--- src/rtl/ext_pkg.sv ---
// ----------------------------------------------------------------------------
// ext_pkg -- shared types and constants for the immediate extension unit.
//   ext_op_e : 2-bit extension mode select (zero, sign, load-upper, branch)
//   IMM_W    : width of the immediate field
//   WORD_W   : width of the extended result
// ----------------------------------------------------------------------------
package ext_pkg;

   localparam int IMM_W  = 16;
   localparam int WORD_W = 32;
   localparam int PAD_W  = WORD_W - IMM_W;

   typedef enum logic [1:0] {
      EXT_ZERO = 2'd0,
      EXT_SIGN = 2'd1,
      EXT_LUI  = 2'd2,
      EXT_BR   = 2'd3
   } ext_op_e;

endpackage : ext_pkg

--- src/rtl/ext_if.sv ---
// ----------------------------------------------------------------------------
// ext_if -- request/result bundle of the immediate extension unit.
//   Imm16     : immediate field to extend          (master -> slave)
//   ExtOp     : extension mode select              (master -> slave)
//   in_valid  : Imm16/ExtOp valid this cycle       (master -> slave)
//   Imm32     : registered extended result         (slave -> master)
//   out_valid : Imm32 holds a new result this cycle (slave -> master)
// ----------------------------------------------------------------------------
interface ext_if;
   import ext_pkg::*;

   logic [IMM_W-1:0]  Imm16;
   ext_op_e           ExtOp;
   logic              in_valid;
   logic [WORD_W-1:0] Imm32;
   logic              out_valid;

   modport master (
      output Imm16, ExtOp, in_valid,
      input  Imm32, out_valid
   );

   modport slave (
      input  Imm16, ExtOp, in_valid,
      output Imm32, out_valid
   );

endinterface : ext_if

--- src/rtl/ext_core.sv ---
// ----------------------------------------------------------------------------
// ext_core -- combinational extension mux.
//   imm16  : immediate field
//   ext_op : extension mode
//   result : extended 32-bit word
// Optional feature macro: EXT_BRANCH_SHIFT_EN. When defined, EXT_BR yields a
// sign-extended word offset ({sext(imm16), 2'b00}); otherwise EXT_BR behaves
// exactly like EXT_ZERO.
// ----------------------------------------------------------------------------
module ext_core
   import ext_pkg::*;
(
   input  logic [IMM_W-1:0]  imm16,
   input  ext_op_e           ext_op,
   output logic [WORD_W-1:0] result
);

   // NOTE: result gets a default before the case so every path assigns it;
   // otherwise synthesis infers a latch for the unlisted select values.
   always_comb begin
      result = {{PAD_W{1'b0}}, imm16};
      case (ext_op)
         EXT_SIGN: result = {{PAD_W{imm16[IMM_W-1]}}, imm16};
         EXT_LUI:  result = {imm16, {PAD_W{1'b0}}};
`ifdef EXT_BRANCH_SHIFT_EN
         // Word offset: shift left by two, sign bits fill the top 14 bits.
         EXT_BR:   result = {{(PAD_W-2){imm16[IMM_W-1]}}, imm16, 2'b00};
`else
         EXT_BR:   result = {{PAD_W{1'b0}}, imm16};
`endif
         default:  result = {{PAD_W{1'b0}}, imm16};
      endcase
   end

endmodule : ext_core

--- src/rtl/ext_unit.sv ---
// ----------------------------------------------------------------------------
// ext_unit -- registered immediate extension unit, one-cycle latency.
//   clk   : sole clock, rising edge
//   rst_n : asynchronous active-low reset (Imm32 <= RESET_VAL, out_valid <= 0)
//   bus   : ext_if.slave (Imm16, ExtOp, in_valid in; Imm32, out_valid out)
// Optional feature macro: EXT_BRANCH_SHIFT_EN (see ext_core).
// A valid input updates Imm32 and pulses out_valid on the next edge; an idle
// cycle holds Imm32 and drops out_valid. No backpressure.
// ----------------------------------------------------------------------------
module ext_unit
   import ext_pkg::*;
#(
   parameter logic [WORD_W-1:0] RESET_VAL = 32'h0000_0000
) (
   input  logic clk,
   input  logic rst_n,
   ext_if.slave bus
);

   logic [WORD_W-1:0] core_result;
   logic [WORD_W-1:0] imm32_d, imm32_q;
   logic              out_valid_d, out_valid_q;

   ext_core u_core (
      .imm16  (bus.Imm16),
      .ext_op (bus.ExtOp),
      .result (core_result)
   );

   always_comb begin
      imm32_d     = bus.in_valid ? core_result : imm32_q;
      out_valid_d = bus.in_valid;
   end

   // NOTE: non-blocking assignments for all flops so every register samples
   // the pre-edge values, independent of statement order.
   always_ff @(posedge clk or negedge rst_n) begin
      if (!rst_n) begin
         imm32_q     <= RESET_VAL;
         out_valid_q <= 1'b0;
      end else begin
         imm32_q     <= imm32_d;
         out_valid_q <= out_valid_d;
      end
   end

   assign bus.Imm32     = imm32_q;
   assign bus.out_valid = out_valid_q;

endmodule : ext_unit

--- src/flat_wrapper.sv ---
// flat-port wrapper written by rule: the top's interface ports become plain ports
module ext_unit_flat import ext_pkg::*;
#(
   parameter logic [WORD_W-1:0] RESET_VAL = 32'h0000_0000
)
  (clk, rst_n, bus_Imm16, bus_ExtOp, bus_in_valid, bus_Imm32, bus_out_valid);
  ext_if bus_i ();
  input  logic clk;
  input  logic rst_n;
  input wire logic [$bits(bus_i.Imm16)-1:0] bus_Imm16;
  input wire logic [$bits(bus_i.ExtOp)-1:0] bus_ExtOp;
  input wire logic [$bits(bus_i.in_valid)-1:0] bus_in_valid;
  output wire logic [$bits(bus_i.Imm32)-1:0] bus_Imm32;
  output wire logic [$bits(bus_i.out_valid)-1:0] bus_out_valid;
  assign bus_i.Imm16 = bus_Imm16;
  assign bus_i.ExtOp = bus_ExtOp;
  assign bus_i.in_valid = bus_in_valid;
  assign bus_Imm32 = bus_i.Imm32;
  assign bus_out_valid = bus_i.out_valid;
  ext_unit #(.RESET_VAL(RESET_VAL)) u_core (.clk(clk), .rst_n(rst_n), .bus(bus_i));
endmodule
--- config.mk ---
export PLATFORM = sky130hd
export DESIGN_NAME = ext_unit_flat
export DESIGN_NICKNAME = d
export VERILOG_FILES = /design/src/rtl/ext_pkg.sv /design/src/rtl/ext_if.sv /design/src/rtl/ext_core.sv /design/src/rtl/ext_unit.sv /design/src/flat_wrapper.sv
export SDC_FILE = /design/constraint.sdc
export NUM_CORES = 1
export LEC_CHECK = 0
export BUFFER_PORTS_ARGS = -buffer_cell sky130_fd_sc_hd__buf_2
export CAP_MARGIN = 10
export CORE_MARGIN = 2
export CORE_UTILIZATION = 25
export DETAILED_ROUTE_END_ITERATION = 12
export HOLD_SLACK_MARGIN = 0.06
export PLACE_DENSITY = 0.44
export SLEW_MARGIN = 40
export SYNTH_ARGS = -nofsm -noshare
export SYNTH_HDL_FRONTEND = slang
export SYNTH_SLANG_ARGS = --single-unit
--- constraint.sdc ---
create_clock -name clk -period 1.47 [get_ports clk]
set_input_delay 0.294 -clock clk [delete_from_list [all_inputs] [get_ports clk]]
set_output_delay 0.294 -clock clk [all_outputs]
set_load 0.005 [all_outputs]
==> results of run 1 <==
[how the worst max path moves through the flow]
| stage | from | end | slack, ns | cells after the start |
|---|---|---|---|---|
| 2_1_floorplan | bus_ExtOp[0] | u_core.bus.Imm32[15] | 0.19 | 5 |
| 3_3_place_gp | bus_ExtOp[0] | u_core.bus.Imm32[0] | 0.12 | 5 |
| 3_5_place_dp | bus_ExtOp[0] | u_core.bus.Imm32[4] | 0.10 | 5 |
| 4_1_cts | u_core.bus.Imm32[17] | bus_Imm32[17] | 0.35 | 1 |
| 5_1_grt | u_core.bus.Imm32[17] | bus_Imm32[17] | 0.33 | 1 |
| 6_report | u_core.bus.Imm32[21] | bus_Imm32[21] | 0.36 | 1 |
[metrics by stage]
step	instance area, sq um	hold slack [ns]	power, mW	utilization [%]	setup WS [ns]
floorplan	1360	-0.00159	1.20	-	0.186
global placement	1680	0.345	1.36	32.5	0.118
detailed placement	1680	0.347	1.37	32.5	0.105
CTS	1790	0.184	2.13	34.6	0.351
global route	1790	0.186	2.22	34.6	0.326
finish	1790	0.188	2.11	34.6	0.358
[synth_stat cells (all sizes together)]
cell      n
dfrtp    33
a22o     16
a22oi    15
o2bb2ai  15
buf      10
inv       4
ha        2
nand2b    2
clkbuf    1
nor2      1
o21a      1
o41ai     1
[state kept, by name, indices dropped and copies added, names as in the netlist]
name,cells
u_core.bus.out_valid,1
u_core.bus.Imm32,32
[cell families after synthesis]
kind of cell | share of synthesized area [%]
AOI/OAI and AO/OA | 30.1
DFF | 60.9
buffers and inverters | 6.00
and+or+nand+nor | 1.20
adders and majority gates | 1.84
[final cells by class]
type,count,share of cell area [%]
timing repair buffer,59,17.5
multi-input combinational,53,25.1
sequential,33,46.1
clock buffer,7,5.38
tap,70,4.89
clock inverter,1,0.279
inverter,4,0.838
[power by group through the flow]
stage | logic, mW | registers (mW) | clock network, mW
after floorplan | 0.148 | 1.05 | 0
after global placement | 0.318 | 1.05 | 0
after detailed placement | 0.320 | 1.05 | 0
after CTS | 0.323 | 1.03 | 0.775
after global routing | 0.353 | 1.04 | 0.826
final | 0.317 | 1.03 | 0.762
[per-layer routing]
| metal | vias up | track usage [%] | part of all wire [%] |
|---|---|---|---|
| met3 | 5 | 3.14 | 5.3 |
| met5 | - | 0 | 0 |
| met1 | 515 | 16.9 | 46 |
| met2 | 40 | 19.6 | 47 |
| met4 | 0 | 5.18 | 1.6 |
| li1 | 501 | - | - |
==> key figures, run 1 <==
Clock network
  • Clock buffer depth: 2
  • CTS resizes: 0
  • CTS tree: built
  • Root buffer cell: clkbuf_8
  • Clock Latency Late Sink: 0.28 ns
  • H-tree level count: 2
  • Postcts setup bufs: 0
  • Hold-fix buffers, CTS: 1
  • CTS buffer count: 5
  • Sink Count: 33
  • Clock Pin Slew Worst Setup and Hold Paths: 0.08 ns

Timing
  • Least-Margin Pin Slew: approximately 0.53 ns
  • Final period utilization: 75.7%
  • Clock Skews: 0 ns
  • Final setup fails: 0
  • Slew margin rel.: ~65%
  • Fmax: between 800 and 900 MHz
  • Final Critical Period: 1.11 ns
  • Slew Limit Fails: 0
  • RSZ-0062 raised after global routing: false
  • Setup total negative slack: 0 ns
  • Hold Fails Final Rpt: 0

Job
  • Max-capacitance violation count: 0

Route
  • WL per Instance: 15.7 microns
  • Via count: around 1100
  • Total Wirelength: 3.56 mm
  • Starting DRT DRC Count: 97
  • Vias/cell: 4.67
  • DRC viols: 0
  • Routed Antenna Nets: 0
  • DRT Pass-1 Iters: 5

Logic synthesis
  • Post-Syn Instances: 101
  • Sequential area share after synthesis: 60.9%
  • Post-synth top area cell: dfrtp_1
  • Yosys top cell area share: roughly 61%
  • Synth Warn #: 0
  • Number of synthesized register bits: 33
  • Syn nets: 124
  • Distinct cells, synth: 14
  • Area contributors post-synth: dfrtp_1 (61%), a22o_1 (10%), o2bb2ai_1 (9.7%)
  • Synth Cell Area: 1360 sq um
  • Average cell area after synthesis: 13.4 sq um

Finish
  • Commonest non-fill, non-tap cells in the layout: buf_2 (53), dfrtp_1 (33), a22o_1 (16), a22oi_1 (15), o2bb2ai_1 (15)
  • Total Nets Final: around 180
  • Fin cells: 227
  • Layout overhead on the synthesized area: 32.1%
  • Most common cell after layout, fill and taps aside: buf_2
  • Layout fillers: ~530
  • Layout cells sized above 1: 43.3%
  • Antenna Cells: 0
  • Storage cell area: 826 sq um
  • Multi-input logic area: 449 sq um

Floorplan
  • Die ar.: 6030 sq um
  • IO Count: 54
  • Area of the core: between 5000 and 6000 sq um
  • Row count: 26
  • Initial core utilization: 26.2%
  • Die width: between 70 and 80 microns
  • Chip Height: 77.7 microns

Setup path
  • CP endpoint kind: primary output
  • Reg2reg end: u_core.bus.Imm32[4]
  • Critical path class: reg -> out
  • Top Family by Delay on Critical Path: flip-flops
  • Worst EP arrival: 0.82 ns
  • Flop2flop setup slack: 0.74 ns
  • Largest stage delay, worst path: 0.39 ns
  • Crit path cell chain: buf_2
  • R2r worst-path depth: 1
  • WP data required: 1.18 ns
  • CP bufs+invs: 1
  • Crit path max-delay cell type: dfrtp_1
  • Worst-path fanout max: 2
  • Worst setup SP type: register
  • Reg-to-reg startpoint: u_core.bus.Imm32[4]

GRT
  • Vias in the first global route: 1144
  • Antenna violations before repair: 0
  • Overall Global Routing Usage: 12.6%
  • Largest net degree at the start of global routing: 34
  • First-pass GRT wire length: 5.92 mm
  • Grt total ovfl: 0

Placed design
  • Post-DP HPWL: 2.52 mm
  • Cell Count Post-Placement: 218
  • Routability cong.: 0.754
  • Port Buffers: 53

Hold path
  • Hold path endpoint: u_core.bus.out_valid
  • Hold depth: 1
  • HP Start: bus_in_valid
  • Hold Path Class: in -> reg

Power
  • Int Power: 1.56 mW
  • Leakage power: 0.912 nW
  • Max IR drop VDD: between 0.0003 and 0.0004 V
  • Switching Fraction: roughly 26%
  • NetSw: roughly 550 uW
  • Sequential Power Share: 48.9%
  • Comb pwr share: 15.0%
  • Power density over the cells: 1180 nW/um^2
  • Clock network power share: 36.1%

Status
  • Status: completed
(Power assumes the default switching activity.)
==> run 2, diff against run 1 <==
ABC_AREA = 1   (was not set)
PLACE_DENSITY = 0.43   (was 0.44)
clock period = 1.1 ns   (was 1.47 ns; I/O delays follow)
==> run 2 against run 1 <==
  * Non-clock buffer count up 2
  * Synthesized cell count up 78%
  * Total power up 31%
  * Count of clock-buffer cells in the layout up 1
  * Synthesized area up 12%
  * Combinational power up 56%
  * Wire length up 10%
  * Sequential share of layout area down 4.8 points
  * Register-to-register slack worse by 0.29 ns
  * Largest cell class unchanged
  * Highest routed layer unchanged
==> key figures, run 2 <==
Route
  • Total Wirelength: 3.93 mm (+10%)
  • WL per Instance: 12.5 microns (-20%)
  • Vias/cell: 4.16 (-11%)
  • Starting DRT DRC Count: 47 (-52%)
  • Via count: 1305 (+23%)
  • Routed Antenna Nets: 0 (unchanged)
  • DRC viols: 0 (unchanged)
  • DRT Pass-1 Iters: 4 (-1)

GRT
  • First-pass GRT wire length: 6.64 mm (+12%)
  • Largest net degree at the start of global routing: 34 (unchanged)
  • Vias in the first global route: 1334 (+17%)
  • Grt total ovfl: 0 (unchanged)
  • Overall Global Routing Usage: 13.5% (+0.82 points)
  • Antenna violations before repair: 0 (unchanged)

Timing
  • Final setup fails: 0 (unchanged)
  • Hold Fails Final Rpt: 0 (unchanged)
  • Slew margin rel.: 78.6% (+14 points)
  • Setup total negative slack: 0 ns (unchanged)
  • RSZ-0062 raised after global routing: false
  • Final period utilization: 94.9%
  • Clock Skews: 0 ns (unchanged)
  • Least-Margin Pin Slew: 0.321 ns (-0.208 ns)
  • Fmax: 958 MHz
  • Final Critical Period: 1.04 ns
  • Slew Limit Fails: 0 (unchanged)

Setup path
  • Critical path class: reg -> out
  • CP bufs+invs: 1 (unchanged)
  • Crit path max-delay cell type: dfrtp_1
  • Worst EP arrival: 0.82 ns (about the same)
  • Top Family by Delay on Critical Path: flip-flops
  • Worst setup SP type: register
  • CP endpoint kind: primary output
  • Worst-path fanout max: 2 (unchanged)
  • Largest stage delay, worst path: 0.40 ns (about the same)
  • Crit path cell chain: buf_2
  • WP data required: 0.88 ns (-0.30 ns)

Finish
  • Commonest non-fill, non-tap cells in the layout: nand2_1 (110), buf_2 (53), dfrtp_1 (33), o21ai_2 (10), o21ai_0 (6)
  • Number of flip-flops in the largest register: 32 (unchanged)
  • Regs by FF count: u_core.bus.Imm32 x32, u_core.bus.out_valid x1
  • Reg with most FFs: u_core.bus.Imm32
  • Layout overhead on the synthesized area: 31.4%
  • Most common cell after layout, fill and taps aside: nand2_1
  • Antenna Cells: 0 (unchanged)
  • Final core area utilization: 34.0% (-0.67 points)
  • Layout cells sized above 1: 33.5% (-9.8 points)
  • Total Nets Final: 261 (+46%)

Job
  • Max-capacitance violation count: 0 (unchanged)

Logic synthesis
  • Yosys top cell area share: 54.3% (-6.6 points)
  • Count leader, synth: nand2_1
  • Post-Syn Instances: 180 (+78%)
  • Synth cell count leaders: nand2_1 (110), dfrtp_1 (33), o21ai_2 (10)
  • Average cell area after synthesis: 8.45 sq um (-37%)
  • Ys async rst share: 100% (unchanged)
  • Sequential area share after synthesis: 54.3% (-6.6 points)
  • Synth Warn #: 0 (unchanged)
  • Main synth FF type: dfrtp_1
  • Syn nets: 203 (+64%)
  • Post-synth top area cell: dfrtp_1
  • Number of synthesized register bits: 33 (unchanged)
  • Synth Cell Area: 1520 sq um (+12%)
  • Area contributors post-synth: dfrtp_1 (54%), nand2_1 (27%), o21ai_2 (5.8%)
  • Distinct cells, synth: 15 (+1)
  • EDFF count, synth: 0 (unchanged)

Floorplan
  • Row count: 28 (+7.7%)
  • Die ar.: 6730 sq um (+12%)
  • Area of the core: 5890 sq um (+14%)
  • IO Count: 54 (unchanged)
  • Initial core utilization: 25.9% (-0.37 points)
  • Die width: 82.0 microns (+5.6%)
  • Chip Height: 82.0 microns (+5.6%)

Clock network
  • CTS buffer count: 5 (unchanged)
  • H-tree level count: 2 (unchanged)
  • Clock buffer depth: 2 (unchanged)
  • Sink Count: 33 (unchanged)
  • Clock Pin Slew Worst Setup and Hold Paths: 0.07 ns (about the same)
  • Root buffer cell: clkbuf_8
  • Clock Latency Late Sink: 0.28 ns (about the same)
  • CTS tree: built

Placed design
  • Port Buffers: 53 (unchanged)
  • Routability cong.: 0.661 (-12%)
  • Post-DP HPWL: 2.72 mm (+7.9%)

Power
  • Leakage power: 1.16 nW (+28%)
  • Power density over the cells: 1380 nW/um^2 (+17%)
  • Max IR drop VDD: 0.000424 V (+22%)

Hold path
  • Hold Path Class: in -> reg

Status
  • Status: completed
run 2: kinds of logic after synthesis:
family / synth area share (%)
adder cells (fa/ha/maj): 1.64
flip-flops: 54.3
AND/OR/NAND/NOR: 29.9
AO/OA/AOI/OAI: 7.73
buffers and inverters: 6.41
run 2: final timing paths:
kind / startpoint / to / slack (ns) / depth (start not counted)
worst max-delay path: u_core.bus.Imm32[15] / bus_Imm32[15] / 0.06 / 1
worst min-delay path: bus_in_valid / u_core.bus.out_valid / 0.11 / 1
worst min register to register: u_core.bus.Imm32[27] / u_core.bus.Imm32[27] / 0.47 / 2
worst max register to register: u_core.bus.Imm32[1] / u_core.bus.Imm32[1] / 0.45 / 2
min in group asynchronous: rst_n / u_core.bus.Imm32[28] / 0.42 / 3
max in group asynchronous: rst_n / u_core.bus.Imm32[4] / 0.50 / 3
run 2: timing repair:
action | 4_1_cts | 5_1_grt
hold buffers | 1 | 0
hold endpoints to repair | 33 | 0
setup buffers | 0 | 0
resized for setup | 0 | 0
run 2: cell type report:
type | count | area, sq um
Sequential cell | 33 | 826
Tap cell | 75 | 93.8
Fill cell | 656 | 3890
Multi-Input combinational cell | 132 | 601
Inverter | 5 | 21.3
Timing Repair Buffer | 61 | 378
Clock buffer | 8 | 80.1
run 2: per-stage QoR:
stage | setup slack (ns) | instances | instance area, sq um | hold slack, ns | power (mW)
2_1_floorplan | 0.0326 | 180 | 1520 | -0.0756 | 1.64
3_3_place_gp | -0.104 | 305 | 1910 | 0.197 | 1.90
3_5_place_dp | -0.127 | 305 | 1910 | 0.197 | 1.91
4_1_cts | 0.0458 | 314 | 2000 | 0.103 | 2.81
5_1_grt | 0.0250 | 314 | 2000 | 0.104 | 2.94
6_report | 0.0558 | 314 | 2000 | 0.107 | 2.76
run 2: routing by layer:
layer	global-route usage (%)	wire length [microns]
met1	17.7	1860
met2	20.7	1700
met3	4.84	315
met4	4.00	48
met5	0	0
run 2: power breakdown:
group / switching, mW / total, mW / internal, mW
Sequential: 0.0568 / 1.38 / 1.32
Clock: 0.441 / 0.891 / 0.450
Combinational: 0.270 / 0.493 / 0.223
